File: src/rtl/ps2_input_mapper.sv
// ps2_input_mapper
// Turns PS/2 keyboard events and the combined joystick word into registered
// arcade cabinet controls for two players. Player directions can be rotated
// for horizontally mounted games. Coin presses are stretched to a minimum
// number of VSync periods so that short pulses still register with the game.
module ps2_input_mapper #(
   parameter int COIN_FRAMES = 3
) (
   input  logic        clk_sys,
   input  logic        reset_n,
   input  logic [10:0] ps2_key,
   input  logic [15:0] joy,
   input  logic        horz,
   input  logic        vs,
   output logic        up1,
   output logic        down1,
   output logic        left1,
   output logic        right1,
   output logic        gas1,
   output logic        brake1,
   output logic        up2,
   output logic        down2,
   output logic        left2,
   output logic        right2,
   output logic        gas2,
   output logic        brake2,
   output logic        start1,
   output logic        start2,
   output logic        coin
);

   // Positions of the individual key latches inside key_q
   localparam logic [3:0] K_UP     = 4'd0;
   localparam logic [3:0] K_DOWN   = 4'd1;
   localparam logic [3:0] K_LEFT   = 4'd2;
   localparam logic [3:0] K_RIGHT  = 4'd3;
   localparam logic [3:0] K_GAS    = 4'd4;
   localparam logic [3:0] K_BRAKE  = 4'd5;
   localparam logic [3:0] K_START1 = 4'd6;
   localparam logic [3:0] K_START2 = 4'd7;
   localparam logic [3:0] K_COIN1  = 4'd8;
   localparam logic [3:0] K_COIN2  = 4'd9;
   localparam logic [3:0] K_UP2    = 4'd10;
   localparam logic [3:0] K_DOWN2  = 4'd11;
   localparam logic [3:0] K_LEFT2  = 4'd12;
   localparam logic [3:0] K_RIGHT2 = 4'd13;
   localparam logic [3:0] K_GAS2   = 4'd14;
   localparam logic [3:0] K_BRAKE2 = 4'd15;

   localparam logic [3:0] COIN_LOAD = 4'(COIN_FRAMES);

   logic        key_toggle;
   logic        key_pressed;
   logic        key_ext;
   logic [7:0]  key_code;

   logic        toggle_q;
   logic        primed_q;
   logic        key_event;
   logic        key_hit;
   logic [3:0]  key_idx;
   logic [15:0] key_q;

   logic        dir_up1;
   logic        dir_down1;
   logic        dir_left1;
   logic        dir_right1;
   logic        dir_up2;
   logic        dir_down2;
   logic        dir_left2;
   logic        dir_right2;

   logic        coin_raw;
   logic        coin_raw_q;
   logic        coin_rise;
   logic        vs_q;
   logic        vs_rise;
   logic [3:0]  coin_cnt;

   logic        unused_joy;

   assign key_toggle  = ps2_key[10];
   assign key_pressed = ps2_key[9];
   assign key_ext     = ps2_key[8];
   assign key_code    = ps2_key[7:0];

   // The upper joystick bits carry buttons this cabinet has no use for
   assign unused_joy = ^joy[15:9];

   // A new keyboard event is signalled by a change of the toggle bit. Right
   // after reset the previous toggle value is unknown, so the first edge only
   // captures it and no event is decoded.
   assign key_event = primed_q & (key_toggle ^ toggle_q);

   // Track the toggle bit and note when the first post-reset edge has passed
   always_ff @(posedge clk_sys or negedge reset_n) begin
      if (!reset_n) begin
         toggle_q <= 1'b0;
         primed_q <= 1'b0;
      end else begin
         toggle_q <= key_toggle;
         primed_q <= 1'b1;
      end
   end

   // Translate the scan code into a latch index; arrows accept both the
   // plain and the extended form, everything else must be non-extended
   always_comb begin
      key_hit = 1'b0;
      key_idx = K_UP;
      case (key_code)
         8'h75: begin key_hit = 1'b1;     key_idx = K_UP;     end
         8'h72: begin key_hit = 1'b1;     key_idx = K_DOWN;   end
         8'h6B: begin key_hit = 1'b1;     key_idx = K_LEFT;   end
         8'h74: begin key_hit = 1'b1;     key_idx = K_RIGHT;  end
         8'h29: begin key_hit = !key_ext; key_idx = K_GAS;    end
         8'h14: begin key_hit = !key_ext; key_idx = K_BRAKE;  end
         8'h05: begin key_hit = !key_ext; key_idx = K_START1; end
         8'h16: begin key_hit = !key_ext; key_idx = K_START1; end
         8'h06: begin key_hit = !key_ext; key_idx = K_START2; end
         8'h1E: begin key_hit = !key_ext; key_idx = K_START2; end
         8'h2E: begin key_hit = !key_ext; key_idx = K_COIN1;  end
         8'h36: begin key_hit = !key_ext; key_idx = K_COIN2;  end
         8'h2D: begin key_hit = !key_ext; key_idx = K_UP2;    end
         8'h2B: begin key_hit = !key_ext; key_idx = K_DOWN2;  end
         8'h23: begin key_hit = !key_ext; key_idx = K_LEFT2;  end
         8'h34: begin key_hit = !key_ext; key_idx = K_RIGHT2; end
         8'h1C: begin key_hit = !key_ext; key_idx = K_GAS2;   end
         8'h1B: begin key_hit = !key_ext; key_idx = K_BRAKE2; end
         default: begin
            key_hit = 1'b0;
            key_idx = K_UP;
         end
      endcase
   end

   // Store the pressed/released state of a mapped key when its event arrives;
   // a repeated press just rewrites the same value
   always_ff @(posedge clk_sys or negedge reset_n) begin
      if (!reset_n) begin
         key_q <= '0;
      end else if (key_event && key_hit) begin
         key_q[key_idx] <= key_pressed;
      end
   end

   // Merge keys with the joystick and rotate directions for horizontal games
   always_comb begin
      dir_up1    = key_q[K_UP]     | joy[3];
      dir_down1  = key_q[K_DOWN]   | joy[2];
      dir_left1  = key_q[K_LEFT]   | joy[1];
      dir_right1 = key_q[K_RIGHT]  | joy[0];
      dir_up2    = key_q[K_UP2]    | joy[3];
      dir_down2  = key_q[K_DOWN2]  | joy[2];
      dir_left2  = key_q[K_LEFT2]  | joy[1];
      dir_right2 = key_q[K_RIGHT2] | joy[0];
      if (horz) begin
         dir_up1    = key_q[K_LEFT]   | joy[1];
         dir_down1  = key_q[K_RIGHT]  | joy[0];
         dir_left1  = key_q[K_DOWN]   | joy[2];
         dir_right1 = key_q[K_UP]     | joy[3];
         dir_up2    = key_q[K_LEFT2]  | joy[1];
         dir_down2  = key_q[K_RIGHT2] | joy[0];
         dir_left2  = key_q[K_DOWN2]  | joy[2];
         dir_right2 = key_q[K_UP2]    | joy[3];
      end
   end

   // Register every player and cabinet control so outputs are glitch free
   always_ff @(posedge clk_sys or negedge reset_n) begin
      if (!reset_n) begin
         up1    <= 1'b0;
         down1  <= 1'b0;
         left1  <= 1'b0;
         right1 <= 1'b0;
         gas1   <= 1'b0;
         brake1 <= 1'b0;
         up2    <= 1'b0;
         down2  <= 1'b0;
         left2  <= 1'b0;
         right2 <= 1'b0;
         gas2   <= 1'b0;
         brake2 <= 1'b0;
         start1 <= 1'b0;
         start2 <= 1'b0;
      end else begin
         up1    <= dir_up1;
         down1  <= dir_down1;
         left1  <= dir_left1;
         right1 <= dir_right1;
         gas1   <= key_q[K_GAS]    | joy[4];
         brake1 <= key_q[K_BRAKE]  | joy[5];
         up2    <= dir_up2;
         down2  <= dir_down2;
         left2  <= dir_left2;
         right2 <= dir_right2;
         gas2   <= key_q[K_GAS2]   | joy[4];
         brake2 <= key_q[K_BRAKE2] | joy[5];
         start1 <= key_q[K_START1] | joy[6];
         start2 <= key_q[K_START2] | joy[7];
      end
   end

   assign coin_raw  = key_q[K_COIN1] | key_q[K_COIN2] | joy[8];
   assign coin_rise = coin_raw & ~coin_raw_q;
   assign vs_rise   = vs & ~vs_q;

   // Remember last coin request and VSync level for edge detection
   always_ff @(posedge clk_sys or negedge reset_n) begin
      if (!reset_n) begin
         coin_raw_q <= 1'b0;
         vs_q       <= 1'b0;
      end else begin
         coin_raw_q <= coin_raw;
         vs_q       <= vs;
      end
   end

   // Coin stretch counter: a fresh coin press reloads it, even mid-count and
   // even when a frame boundary lands on the same edge; otherwise it counts
   // down once per frame until empty
   always_ff @(posedge clk_sys or negedge reset_n) begin
      if (!reset_n) begin
         coin_cnt <= 4'd0;
      end else if (coin_rise) begin
         coin_cnt <= COIN_LOAD;
      end else if (vs_rise && coin_cnt != 4'd0) begin
         coin_cnt <= coin_cnt - 4'd1;
      end
   end

   // Coin stays active while the request is held or the stretch is running
   always_ff @(posedge clk_sys or negedge reset_n) begin
      if (!reset_n) begin
         coin <= 1'b0;
      end else begin
         coin <= (coin_cnt != 4'd0) | coin_raw;
      end
   end

endmodule

File: config.mk
export PLATFORM = sky130hd
export DESIGN_NAME = ps2_input_mapper
export DESIGN_NICKNAME = d
export VERILOG_FILES = /design/src/rtl/ps2_input_mapper.sv
export SDC_FILE = /design/constraint.sdc
export NUM_CORES = 1
export LEC_CHECK = 0
export CORE_MARGIN = 3
export CORE_UTILIZATION = 54
export DETAILED_ROUTE_END_ITERATION = 6
export PLACE_DENSITY_LB_ADDON = 0.25
export RECOVER_POWER = 50
export SYNTH_ARGS = -nofsm -noshare
export SYNTH_HDL_FRONTEND = slang
export SYNTH_SLANG_ARGS = --single-unit
File: constraint.sdc
create_clock -name clk_sys -period 4.35 [get_ports clk_sys]
set_clock_uncertainty 0.2 [all_clocks]
set_input_delay 0.87 -clock clk_sys [delete_from_list [all_inputs] [get_ports clk_sys]]
set_output_delay 0.87 -clock clk_sys [all_outputs]
set_load 0.02 [all_outputs]
==> Word level (Yosys, flattened, before mapping) <==
Index checks and enable logic that the tools add are counted.
{ "totals": {"memories": 0, "rom_bits": 0, "input_bits": 31, "latch_bits": 0, "mem_bits_rw": 0, "wordCells": 90, "register_bits": 39} }
{ "classes": {"n_reduce_logical": 10, "addsub": 1, "shifts": 0, "n_eq_ne": 18, "mul": 0, "div": 0, "n_bitwise": 23, "magnitude_cmp": 2, "mux": 15} }
{ "op_table": {"columns": ["operator", "count"], "rows": [
  ["$pmux 4 s15", 1],
  ["$eq 8x6->1 const B", 7],
  ["$eq 8x5->1 const B", 5],
  ["$eq 8x7->1 const B", 4],
  ["$or 1x1->1", 17],
  ["$bwmux 16", 1],
  ["$eq 8x3->1 const B", 2],
  ["$reduce_or 14->1", 1],
  ["$mux 1", 9],
  ["$mux 4", 2],
  ["$lt 4x5->1 const B", 1],
  ["$demux 1 s4", 1],
  ["$ge 4x1->1 const B", 1],
  ["$reduce_bool 4->1", 1],
  ["$reduce_or 2->1", 2],
  ["$reduce_or 4->1", 1],
  ["$sub 4x1->4 const B", 1],
  ["$and 1x1->1", 3],
  ["$logic_and 1x1->1", 3],
  ["$not 1->1", 2],
  ["$pmux 1 s2", 1],
  ["$reduce_bool 2->1", 1],
  ["$logic_not 1->1", 1],
  ["$xor 1x1->1", 1]
]} }

==> Logic depth before layout (Yosys ltp) <==
{ "depth": {"word_depth": 8, "depth_mapped": 8} }

==> Least setup slack after synthesis <==
No wires, ideal clock.
{ "synth_timing": {"path_type": "input to register", "startpoint": "input port ps2_key[5]", "endpoint": "register key_q[7]", "stages": 6, "arrival_ps": 2559, "setup_slack_ps": 1463, "setup_ps": 128, "path_buffers": 1, "required_ps": 4022, "path_cell_list": "buf_6 or4b_4 nor3_2 o31ai_2 a2111oi_2 mux2_1"} }
{ "synth_via": {"elab_chain_len": 8} }
{ "synth_lines": {"columns": ["item", "line", "rtl"], "rows": [
  ["start: declaration", "11", "input logic [10:0] ps2_key,"],
  ["$eq 8x5->1 or $eq 8x3->1 (tied branches)", "111", "case (key_code)"],
  ["$reduce_or 2->1 (no line)", null, null],
  ["$pmux 4 s15", "111", null],
  ["$lt 4x5->1 (not written as such) or $ge 4x1->1 (tied branches)", "143", "key_q[key_idx] <= key_pressed;"],
  ["$logic_and 1x1->1 (not written as such)", "143", null],
  ["$mux 1 (not written as such)", "143", null],
  ["$demux 1 s4", "143", null],
  ["$bwmux 16", "143", null],
  ["end signal: indexed assignment", "143", null],
  ["end: declaration", "62", "logic [15:0] key_q;"]
]} }
Several ways; a longest one is shown, not always the timed one.
A chain may end at the register's enable or synchronous reset.

==> Worst setup path in the final report <==
{ "layout_timing": {"startpoint": "input port ps2_key[1]", "endpoint": "register key_q[7]"} }
Same word-level chain as after synthesis.

==> reports/qor.yml <==
status: "complete, but fails checks"
avgRoutedWirePerCell_um: 14.07
grt.overflow.total: 0
synthFlopType: "dfrtp_1"
place_congestion: 0.9493
setup_viol: 0
place_inst: 293
viasPerCell: 5.691
hp-class: "reg -> reg"
worstSetupPathType: "in -> reg"
powerDensity_nw_per_um2: 305.7
violations: "capacitance limit, slew limit"
grt_max_degree: 40
dp_hpwl_um: 3197
cts-root-buf: "clkbuf_8"
firstDrtPassIters: 4
hold_viol: 0
synth_fp_nets: 249
crit_path_end_kind: "flop"
yosysTopAreaCell: "dfrtp_1"
grt_pass1_wl_um: 7072
yosysUniqueCellTypes: 46
ctsResizeCount: 0
clock_latency_ps: 290
die_area_um2: 4667
synth_area_leaders: "dfrtp_1, mux2_2, nor3_1, a21oi_1, nor2_1"
async_reset_ff_share_pct: 100.0
ys_ff_latch: 39
cts_tree: "built"
netlist_area_um2: 2097
p_total_mw: 0.7933
path_max_fanout: 15
avgSynthCellArea_um2: 9.708
coreArea_um2: 3689
drc: 0
cts_max_level: 2
grt_pass1_vias: 1516
min_period_ps: 3412
n_antenna_cell: 0
maxCapViolations: 1
dr_total_vias: 1713
met3_usage_pct: 4.433
max_clock_freq_mhz: 293.1
pin_count: 46
slew_viol_final: 40
p_leak_nw: 1.076
required_ps: 4320
synth-seq-area-share_pct: 46.54
grt_setup_unrepaired: "false"
ctsLongestPathBuffers: 2
ir_worst_vdd_mv: 0.1672
setup_tns_ps: 0
post_cts_buffers: 0
fillers: 291
cts_made_buffers: 5
die_h_um: 68.32
top_usage_layer: "met2"
use_met1_pct: 26.33
yosysWarnings: 0
rows: 22
met2_usage_pct: 33.57
drive_gt1_share_pct: 14.23
timing.slew.headroom_pct: -33.75
place_area_um2: 2492
stdcell_area_um2: 2595
cts.reportedPaths.clkPinSlew_ps: 70
drt_iter0_drc: 87
fin_crit_sh_pct: 78.44
antenna_found_initial: 0
start_util_pct: 56.85
final_cells: 301
fin_nets: 285
synthCells: 216
synthTopCellsByCount: "dfrtp_1, nor2_1, nor3_1"
grt_util_all_layers_pct: 20.66
synth.top_cell.area_share_pct: 46.54
fp.dieW_um: 68.32
port_buffers: 38
cts_hold_buf: 0
worst_ep_arrival_time_ps: 3380
area_delta_synth_final_pct: 23.75
drt-total-wl_um: 4234
holdWs_ps: 261.4
ant_nets: 0
start_kind: "input port"
synth.most_common_cell: "dfrtp_1"
synth_edf_count: 0
worstMarginPinSlew_ps: 2006
cts_sinks: 39
==> cell usage in the layout (no fill, tap or decap), types with 2 or more instances in the layout <==
master | Yosys | final
and2_1 | 2 | 2
nor3b_1 | 6 | 6
o31ai_1 | 2 | 2
nor2_1 | 18 | 18
ha_1 | 2 | 2
nor2b_1 | 6 | 6
nand3_1 | 5 | 5
dfrtp_1 | 39 | 39
mux2_2 | 13 | 13
and4_1 | 2 | 2
a211oi_1 | 2 | 2
o21ai_0 | 10 | 10
nand4_1 | 2 | 2
or2_2 | 8 | 8
dlygate4sd3_1 | 0 | 6
xor2_1 | 7 | 7
inv_1 | 6 | 6
nand2_1 | 14 | 14
o2111ai_1 | 2 | 2
nor3_1 | 18 | 18
nand3b_1 | 2 | 2
buf_4 | 0 | 2
o22ai_1 | 2 | 2
clkbuf_8 | 0 | 7
a21oi_1 | 14 | 14
xnor2_1 | 2 | 2
clkdlybuf4s50_1 | 0 | 31
or4_1 | 2 | 2
==> final timing paths <==
check                                         to  slack (ps)  depth (start not counted)                  start
max                         key_q[7]$_DFFE_PN0P_         940                          6             ps2_key[1]
min                               gas2$_DFF_PN0_         260                          1  key_q[14]$_DFFE_PN0P_
max reg2reg                key_q[11]$_DFFE_PN0P_        2250                          6     toggle_q$_DFF_PN0_
min reg2reg                       gas2$_DFF_PN0_         260                          1  key_q[14]$_DFFE_PN0P_
max in group asynchronous        left1$_DFF_PN0_        1860                          1                reset_n
min in group asynchronous         vs_q$_DFF_PN0_         940                          1                reset_n
==> layout make-up <==
| type | instances | area (um^2) | area share, % |
|---|---|---|---|
| multi-input cells | 160 | 1044 | 40.21 |
| clock inverters | 1 | 7.507 | 0.2893 |
| well taps | 48 | 60.06 | 2.314 |
| flip-flops and latches | 39 | 975.9 | 37.61 |
| clock buffers | 7 | 96.34 | 3.713 |
| inverters | 6 | 22.52 | 0.8679 |
| repair buffers | 40 | 389.1 | 15.00 |
==> routing by layer <==
metal  part of all wire [%]  vias to the layer above
met1                     44                      807
met5                      0                        -
met3                    5.0                        9
li1                       -                      845
met2                     49                       52
met4                    2.1                        0
==> cell families after synthesis <==
| group | count (synthesis) | share of synthesized area [%] |
|---|---|---|
| AO/OA/AOI/OAI | 41 | 12.71 |
| other | 1 | 0.1788 |
| XOR/XNOR | 9 | 3.759 |
| adder cells (fa/ha/maj) | 2 | 1.193 |
| buffers and inverters | 17 | 3.699 |
| AND/OR/NAND/NOR | 93 | 24.40 |
| multiplexers | 14 | 7.518 |
| flip-flops | 39 | 46.54 |
==> flip-flops by register name (all words and copies together) (netlist names) <==
register and count:
key_q 16, coin_cnt 4, brake1 1, brake2 1, coin 1, coin_raw_q 1, down1 1, down2 1
gas1 1, gas2 1, left1 1, left2 1, primed_q 1, right1 1, right2 1, start1 1
start2 1, toggle_q 1, up1 1, up2 1, vs_q 1
==> metrics by stage <==
step,util [%],setup slack [ps]
floorplan,-,1463
global placement,67.57,650.6
detailed placement,67.57,646.7
CTS,70.39,955.2
global route,70.35,770.8
finish,70.35,937.7
==> critical path, cell delays in order <==
cell	delay (ps)
clkdlybuf4s50_1	690
or3b_2	580
o31ai_1	310
o31ai_2	190
a2111oi_2	390
mux2_1	350
==> power by group <==
part | leakage [nW] | total, mW | switching (mW) | internal [mW]
Clock | 0.0505 | 0.263 | 0.119 | 0.144
Sequential | 0.487 | 0.393 | 0.0104 | 0.382
Combinational | 0.539 | 0.138 | 0.0755 | 0.0623
(Power assumes the default switching activity.)
